--- config.mk ---
export PLATFORM = sky130hd
export DESIGN_NAME = usbfs_debug_uart_rx
export DESIGN_NICKNAME = d
export VERILOG_FILES = /design/src/rtl/usbfs_debug_pkg.sv /design/src/rtl/usbfs_debug_rx_fifo.sv /design/src/rtl/usbfs_debug_uart_rx.sv
export SDC_FILE = /design/constraint.sdc
export NUM_CORES = 1
export LEC_CHECK = 0
export ABC_CLOCK_PERIOD_IN_PS = 5850
export BUFFER_PORTS_ARGS = -buffer_cell sky130_fd_sc_hd__buf_2
export CORE_MARGIN = 1.5
export CORE_UTILIZATION = 50
export CTS_BUF_LIST = sky130_fd_sc_hd__clkbuf_4
export CTS_CLUSTER_SIZE = 20
export DETAILED_ROUTE_END_ITERATION = 10
export GPL_TIMING_DRIVEN = 0
export PLACE_DENSITY = 0.73
export SYNTH_ARGS = -nofsm -noshare
export SYNTH_HDL_FRONTEND = slang
export SYNTH_SLANG_ARGS = --single-unit
export TNS_END_PERCENT = 20
--- constraint.sdc ---
create_clock -name clk -period 5.85 [get_ports clk]
set_input_delay 0.2925 -clock clk [delete_from_list [all_inputs] [get_ports clk]]
set_output_delay 0.2925 -clock clk [all_outputs]
set_load 0.02 [all_outputs]
--- src/rtl/usbfs_debug_pkg.sv ---
// usbfs_debug_pkg
// Definitions shared by the debug UART transmitter and receiver:
//   - rx_state_t     : receiver FSM state encoding
//   - UART_DATA_BITS : data bits per 8N1 frame
//   - DEFAULT_CLK_DIV: default clk cycles per bit, common to RX and TX
package usbfs_debug_pkg;

  typedef enum logic [2:0] {
    IDLE,
    START,
    DATA,
    STOP,
    WAIT_HIGH
  } rx_state_t;

  localparam int UART_DATA_BITS  = 8;
  localparam int DEFAULT_CLK_DIV = 434;

endpackage

--- src/rtl/usbfs_debug_rx_fifo.sv ---
// usbfs_debug_rx_fifo
// Pointer-based receive FIFO of 2^ASIZE entries with a registered head read.
// Ports:
//   clk, rstn  : clock, asynchronous active-low reset
//   push       : write push_data this cycle (dropped if full)
//   push_data  : byte to store
//   rx_rdy     : consumer ready; a pop happens on rx_valid & rx_rdy
//   rx_data    : registered FIFO head
//   rx_valid   : FIFO non-empty (registered)
//   overflow   : one-cycle pulse when a push was dropped because full
module usbfs_debug_rx_fifo #(
  parameter int ASIZE  = 4,
  parameter int DATA_W = 8
) (
  input  logic              clk,
  input  logic              rstn,
  input  logic              push,
  input  logic [DATA_W-1:0] push_data,
  input  logic              rx_rdy,
  output logic [DATA_W-1:0] rx_data,
  output logic              rx_valid,
  output logic              overflow
);

  localparam int DEPTH = 2 ** ASIZE;

  logic [DATA_W-1:0] mem [DEPTH];
  logic [ASIZE:0]    wptr;
  logic [ASIZE:0]    rptr;
  logic [ASIZE:0]    rptr_n;
  logic              full;
  logic              wr_en;
  logic              pop;

  // Full ignores a same-cycle pop, so a stored byte is never overwritten.
  assign full   = (wptr ^ rptr) == {1'b1, {ASIZE{1'b0}}};
  assign wr_en  = push & ~full;
  assign pop    = rx_valid & rx_rdy;
  assign rptr_n = pop ? rptr + 1'b1 : rptr;

  always_ff @(posedge clk) begin
    if (wr_en) mem[wptr[ASIZE-1:0]] <= push_data;
  end

  // Head and valid look at the post-pop read pointer so that a popped entry
  // is never presented twice; a write lands one cycle before it is visible.
  always_ff @(posedge clk or negedge rstn) begin
    if (!rstn) begin
      wptr     <= '0;
      rptr     <= '0;
      rx_data  <= '0;
      rx_valid <= 1'b0;
      overflow <= 1'b0;
    end else begin
      if (wr_en) wptr <= wptr + 1'b1;
      rptr     <= rptr_n;
      rx_data  <= mem[rptr_n[ASIZE-1:0]];
      rx_valid <= (wptr != rptr_n);
      overflow <= push & full;
    end
  end

endmodule

--- src/rtl/usbfs_debug_uart_rx.sv ---
// usbfs_debug_uart_rx
// 8N1 UART receiver feeding a small byte FIFO drained on valid/ready.
// Optional macro USBFS_DEBUG_UART_RX_FERR_EN enables stop-bit checking:
// bad frames are dropped, frame_err pulses and the FSM waits for the line
// to return high. Without it every frame is pushed and frame_err is 0.
// Ports:
//   rstn      : asynchronous active-low reset
//   clk       : clock
//   i_uart_rx : asynchronous serial input, idle high
//   rx_data   : byte at FIFO head, valid while rx_valid
//   rx_valid  : FIFO non-empty
//   rx_rdy    : consumer accepts rx_data on rx_valid & rx_rdy
//   overflow  : one-cycle pulse, completed byte dropped (FIFO full)
//   frame_err : one-cycle pulse, bad stop bit
module usbfs_debug_uart_rx
  import usbfs_debug_pkg::*;
#(
  parameter int CLK_DIV = DEFAULT_CLK_DIV,
  parameter int ASIZE   = 4
) (
  input  logic       rstn,
  input  logic       clk,
  input  logic       i_uart_rx,
  output logic [7:0] rx_data,
  output logic       rx_valid,
  input  logic       rx_rdy,
  output logic       overflow,
  output logic       frame_err
);

  localparam int CNT_W = $clog2(CLK_DIV);
  localparam logic [CNT_W-1:0] CNT_FULL = CNT_W'(CLK_DIV - 1);
  localparam logic [CNT_W-1:0] CNT_HALF = CNT_W'(CLK_DIV / 2 - 1);
  localparam logic [2:0]       BIT_LAST = 3'(UART_DATA_BITS - 1);

  logic             rx_meta_p0;
  logic             rx_sync_p1;
  logic             rx_prev_p2;
  logic [1:0]       fill;
  rx_state_t        state;
  logic [CNT_W-1:0] cnt;
  logic [2:0]       bit_idx;
  logic [7:0]       shreg;
  logic             push;
  logic             start_edge;

  // ---- stage p0/p1: synchroniser, stage p2: previous synced sample ----
  // The synchroniser resets high, which is not a real line observation.
  // fill holds the previous-sample register at 0 until two genuine samples
  // have flushed through, so a line held low across reset cannot look like
  // a falling edge.
  always_ff @(posedge clk or negedge rstn) begin
    if (!rstn) begin
      rx_meta_p0 <= 1'b1;
      rx_sync_p1 <= 1'b1;
      rx_prev_p2 <= 1'b0;
      fill       <= 2'b00;
    end else begin
      rx_meta_p0 <= i_uart_rx;
      rx_sync_p1 <= rx_meta_p0;
      fill       <= {fill[0], 1'b1};
      rx_prev_p2 <= fill[1] & rx_sync_p1;
    end
  end

  assign start_edge = rx_prev_p2 & ~rx_sync_p1;

  // ---- frame FSM ----
`ifdef USBFS_DEBUG_UART_RX_FERR_EN
  logic ferr;
  assign frame_err = ferr;
`else
  assign frame_err = 1'b0;
`endif

  always_ff @(posedge clk or negedge rstn) begin
    if (!rstn) begin
      state   <= IDLE;
      cnt     <= '0;
      bit_idx <= '0;
      push    <= 1'b0;
`ifdef USBFS_DEBUG_UART_RX_FERR_EN
      ferr    <= 1'b0;
`endif
    end else begin
      push <= 1'b0;
`ifdef USBFS_DEBUG_UART_RX_FERR_EN
      ferr <= 1'b0;
`endif
      case (state)
        IDLE: begin
          if (start_edge) begin
            state <= START;
            cnt   <= '0;
          end
        end
        START: begin
          if (cnt == CNT_HALF) begin
            cnt <= '0;
            if (!rx_sync_p1) begin
              state   <= DATA;
              bit_idx <= '0;
            end else begin
              state <= IDLE;
            end
          end else begin
            cnt <= cnt + 1'b1;
          end
        end
        DATA: begin
          if (cnt == CNT_FULL) begin
            cnt <= '0;
            if (bit_idx == BIT_LAST) state <= STOP;
            else                     bit_idx <= bit_idx + 1'b1;
          end else begin
            cnt <= cnt + 1'b1;
          end
        end
        STOP: begin
          if (cnt == CNT_FULL) begin
            cnt <= '0;
`ifdef USBFS_DEBUG_UART_RX_FERR_EN
            if (!rx_sync_p1) begin
              ferr  <= 1'b1;
              state <= WAIT_HIGH;
            end else begin
              push  <= 1'b1;
              state <= IDLE;
            end
`else
            push  <= 1'b1;
            state <= IDLE;
`endif
          end else begin
            cnt <= cnt + 1'b1;
          end
        end
`ifdef USBFS_DEBUG_UART_RX_FERR_EN
        WAIT_HIGH: begin
          if (rx_sync_p1) begin
            state <= IDLE;
            cnt   <= '0;
          end
        end
`endif
        default: begin
          state <= IDLE;
          cnt   <= '0;
        end
      endcase
    end
  end

  // Shift register is pure data; it stays stable from bit 7 until the push.
  always_ff @(posedge clk) begin
    if (state == DATA && cnt == CNT_FULL) shreg[bit_idx] <= rx_sync_p1;
  end

  // ---- receive FIFO ----
  usbfs_debug_rx_fifo #(
    .ASIZE  (ASIZE),
    .DATA_W (UART_DATA_BITS)
  ) u_fifo (
    .clk       (clk),
    .rstn      (rstn),
    .push      (push),
    .push_data (shreg),
    .rx_rdy    (rx_rdy),
    .rx_data   (rx_data),
    .rx_valid  (rx_valid),
    .overflow  (overflow)
  );

endmodule

==> flow_summary.toml <==
[status]
status = "complete, but fails checks"
violations = "design-rule violations"

[place]
hpwlAfterDp_um = 14900
routabilityCongestion = 0.945
portBuffers = 13
dpl_cell_area_um2 = 8760
place_ws_ps = 2780

[clocking]
htreeDepth = 4
clk_latency_ps = 600
clk_pin_slew_ps = 140
cts.sinks = 176
cts_tree = "yes"
cts_buffers = 17
cts.path.max_buffers = 2
clockRootBuffer = "clkbuf_4"

[synthesis]
synth_edf_count = 136
synth_mux_area_share_pct = 0
synth_seq_cells = 176
yosysSeqAreaShare_pct = 60.4
synth.distinct_cells = 53
synth_compound_area_share_pct = 13.7
synthesis.area_um2 = 8420
synthArstFlopShare_pct = 22.7
synth_top_cell_area_share_pct = 48.5
synthMostInstantiatedCell = "edfxtp_1"
synthAdderAreaFrac_pct = 1.49
yosys_warnings = 0
synth-simple-area-share_pct = 17.6
yosys.area.top_type = "edfxtp_1"
synthTopCellsByArea = "edfxtp_1 48%, dfrtp_1 11%, nor3_1 3.9%, nor2_1 3.3%, o21ai_0 3.0%"
avgSynthCellArea_um2 = 11.3
syn-instance-count = 744
syn_nets = 758
synthXorXnorAreaFrac_pct = 2.51
synth_common_cells = "136 x edfxtp_1, 75 x nor2_1, 66 x nor3_1, 51 x o21ai_0, 38 x dfrtp_1"
synth_ff_type = "edfxtp_1"
synth_top_family_by_area = "simple AND/OR/NAND/NOR gates"

[global_routing]
grt_first_pass_wirelength_um = 34000
grt_start_max_net_pins = 41
grtUsageTotal_pct = 25.6
grt_overflow = 0
grt_pass1_vias = 6244
antenna_found_initial = 1

[sta]
fin_crit_sh_pct = 52.9
final-hold-violation-count = 0
tns_ps = 0
slew_violations = 0
finalSetupViolCount = 0
skew_ps = 23.0
min_period_ps = 3090
worst_pin_slew_ps = 1190
fmax_mhz = 323
max_slew_margin_pct = 20.3
holdWs_ps = 331
setup_ws_ps = 2760
rsz0062_at_grt = "no"

[routing]
drt-total-wl_um = 21900
drc = 1
wire_per_inst_um = 21.6
initialDrtViolationCount = 997
ant_nets = 0
dr_total_vias = 6445
first_pass_iters = 9
routed_via_density = 6.37

[floorplanning]
io_pins = 15
num_rows = 47
dieArea_um2 = 17600
start_util_pct = 51.0
die_h_um = 133
core-area_um2 = 16500
die_w_um = 133

[setup_path]
crit_slowest_cell = "dfrtp_1"
cp_common_cell = "buf_2"
endpoint_kind = "register"
r2r_start = "u_fifo.rptr[1]"
worstPathMaxFanout = 10
critPathMaxStageDelay_ps = 510
critPathKind = "reg -> reg"
worstPathArrival_ps = 3560
critPathRequiredTime_ps = 6320
startpoint = "u_fifo.rptr[1]"
path_cells = "ha_1 > buf_2 > buf_2 > buf_1 > nor3_1 > nor4_1 > a21oi_1 > a22oi_1 > o221ai_1"
start_kind = "register"

[power_and_ir_drop]
p_per_area_nw_per_um2 = 481
p_leak_uw = 0.00306
ir_drop_uv = 201
power.total_uw = 4380

[finish]
multiInputGateArea_um2 = 2980
layout.cell_area.non_filler_um2 = 9100
num-fill-cells = 1357
seqCellArea_um2 = 5090
area_growth_pct = 8.07
fin_nets = 792
layout-drive-gt1-share_pct = 11.4

[hold_path]
min_from = "i_uart_rx"
holdCritPathClass = "in -> reg"

[run]
cap_violations = 0
==> timing repair <==
| action | in CTS | in global routing |
|---|---|---|
| endpoints found under the hold margin | 39 | 0 |
| hold buffers | 2 | 0 |
| buffers inserted | 0 | 0 |
| resized for setup | 0 | 0 |
| endpoints found under the setup margin | 0 | 0 |
==> routing by layer <==
layer  global-route usage, %  wire length (um)
met5                       0                 0
met4                    13.7               896
met3                    5.63              2180
met2                    39.8             10200
met1                    33.9              8640
==> cells by family (layout without fill, tap and decap cells) <==
group,Yosys count,in the layout
AND/OR/NAND/NOR,286,286
adder cells (fa/ha/maj),10,10
XOR/XNOR,19,19
other,2,3
buffers and inverters,72,119
AO/OA/AOI/OAI,179,179
flip-flops,176,176
==> flip-flops by register name, indices dropped and copies added, names as in the netlist <==
signal / flops
u_fifo.rx_data: 8
u_fifo.rptr: 5
shreg: 8
u_fifo.overflow: 1
fill: 2
rx_meta_p0: 1
u_fifo.mem: 128
state: 2
push: 1
bit_idx: 3
u_fifo.rx_valid: 1
rx_sync_p1: 1
rx_prev_p2: 1
cnt: 9
u_fifo.wptr: 5
==> layout make-up <==
class	count	area share (%)
repair buffers	15	0.935
clock buffers	18	1.48
clock inverters	14	1.99
inverters	19	0.784
multi-input cells	496	32.8
diodes	1	0.0275
flip-flops and latches	176	55.9
well taps	220	3.02
plain buffers	53	3.08
==> path summary, 6_finish.rpt <==
| check | endpoint | depth (start not counted) | slack [ps] |
|---|---|---|---|
| max | u_fifo.rx_data[7] | 9 | 2760 |
| min | rx_meta_p0 | 2 | 330 |
| max reg2reg | u_fifo.rx_data[7] | 9 | 2760 |
| min reg2reg | rx_sync_p1 | 0 | 370 |
| max in group asynchronous | u_fifo.rx_data[5] | 2 | 4880 |
| min in group asynchronous | u_fifo.rx_data[2] | 2 | 360 |
==> worst max-delay path, delay by kind of cell, from the launching register on <==
kind / cells / cell delay, ps
AOI/OAI and AO/OA: 3 / 630
buffers and inverters: 3 / 1000
adders and majority gates: 1 / 400
DFF: 1 / 510
and+or+nand+nor: 2 / 420
==> where the power goes <==
| group | switching (uW) | internal (uW) | leakage (uW) |
|---|---|---|---|
| logic | 1420 | 731 | 0.00117 |
| clock network | 442 | 309 | 0.000167 |
| registers | 65.5 | 1400 | 0.00173 |
==> stage by stage <==
stage	cells	util (%)
final	1012	55.1
after global placement	977	53.0
after floorplan	744	-
after CTS	1011	55.1
after global routing	1012	55.1
after detailed placement	977	53.0
==> cells in the final DEF (no fill, tap or decap), types with 9 or more instances in the layout <==
| cell type | synthesis | final |
|---|---|---|
| a21oi_1 | 21 | 21 |
| a31oi_1 | 16 | 16 |
| buf_2 | 23 | 36 |
| clkbuf_1 | 21 | 21 |
| clkbuf_4 | 0 | 18 |
| dfrtp_1 | 38 | 38 |
| edfxtp_1 | 136 | 136 |
| ha_1 | 10 | 10 |
| inv_1 | 17 | 17 |
| nand2_1 | 19 | 19 |
| nand2b_1 | 34 | 34 |
| nand3_1 | 23 | 23 |
| nor2_1 | 75 | 75 |
| nor2b_1 | 28 | 28 |
| nor3_1 | 66 | 66 |
| nor4_1 | 16 | 16 |
| o211ai_1 | 15 | 15 |
| o21ai_0 | 51 | 51 |
| o221ai_1 | 9 | 9 |
| o22ai_1 | 31 | 31 |
| o41ai_1 | 12 | 12 |
| xnor2_1 | 12 | 12 |
(Power assumes the default switching activity.)
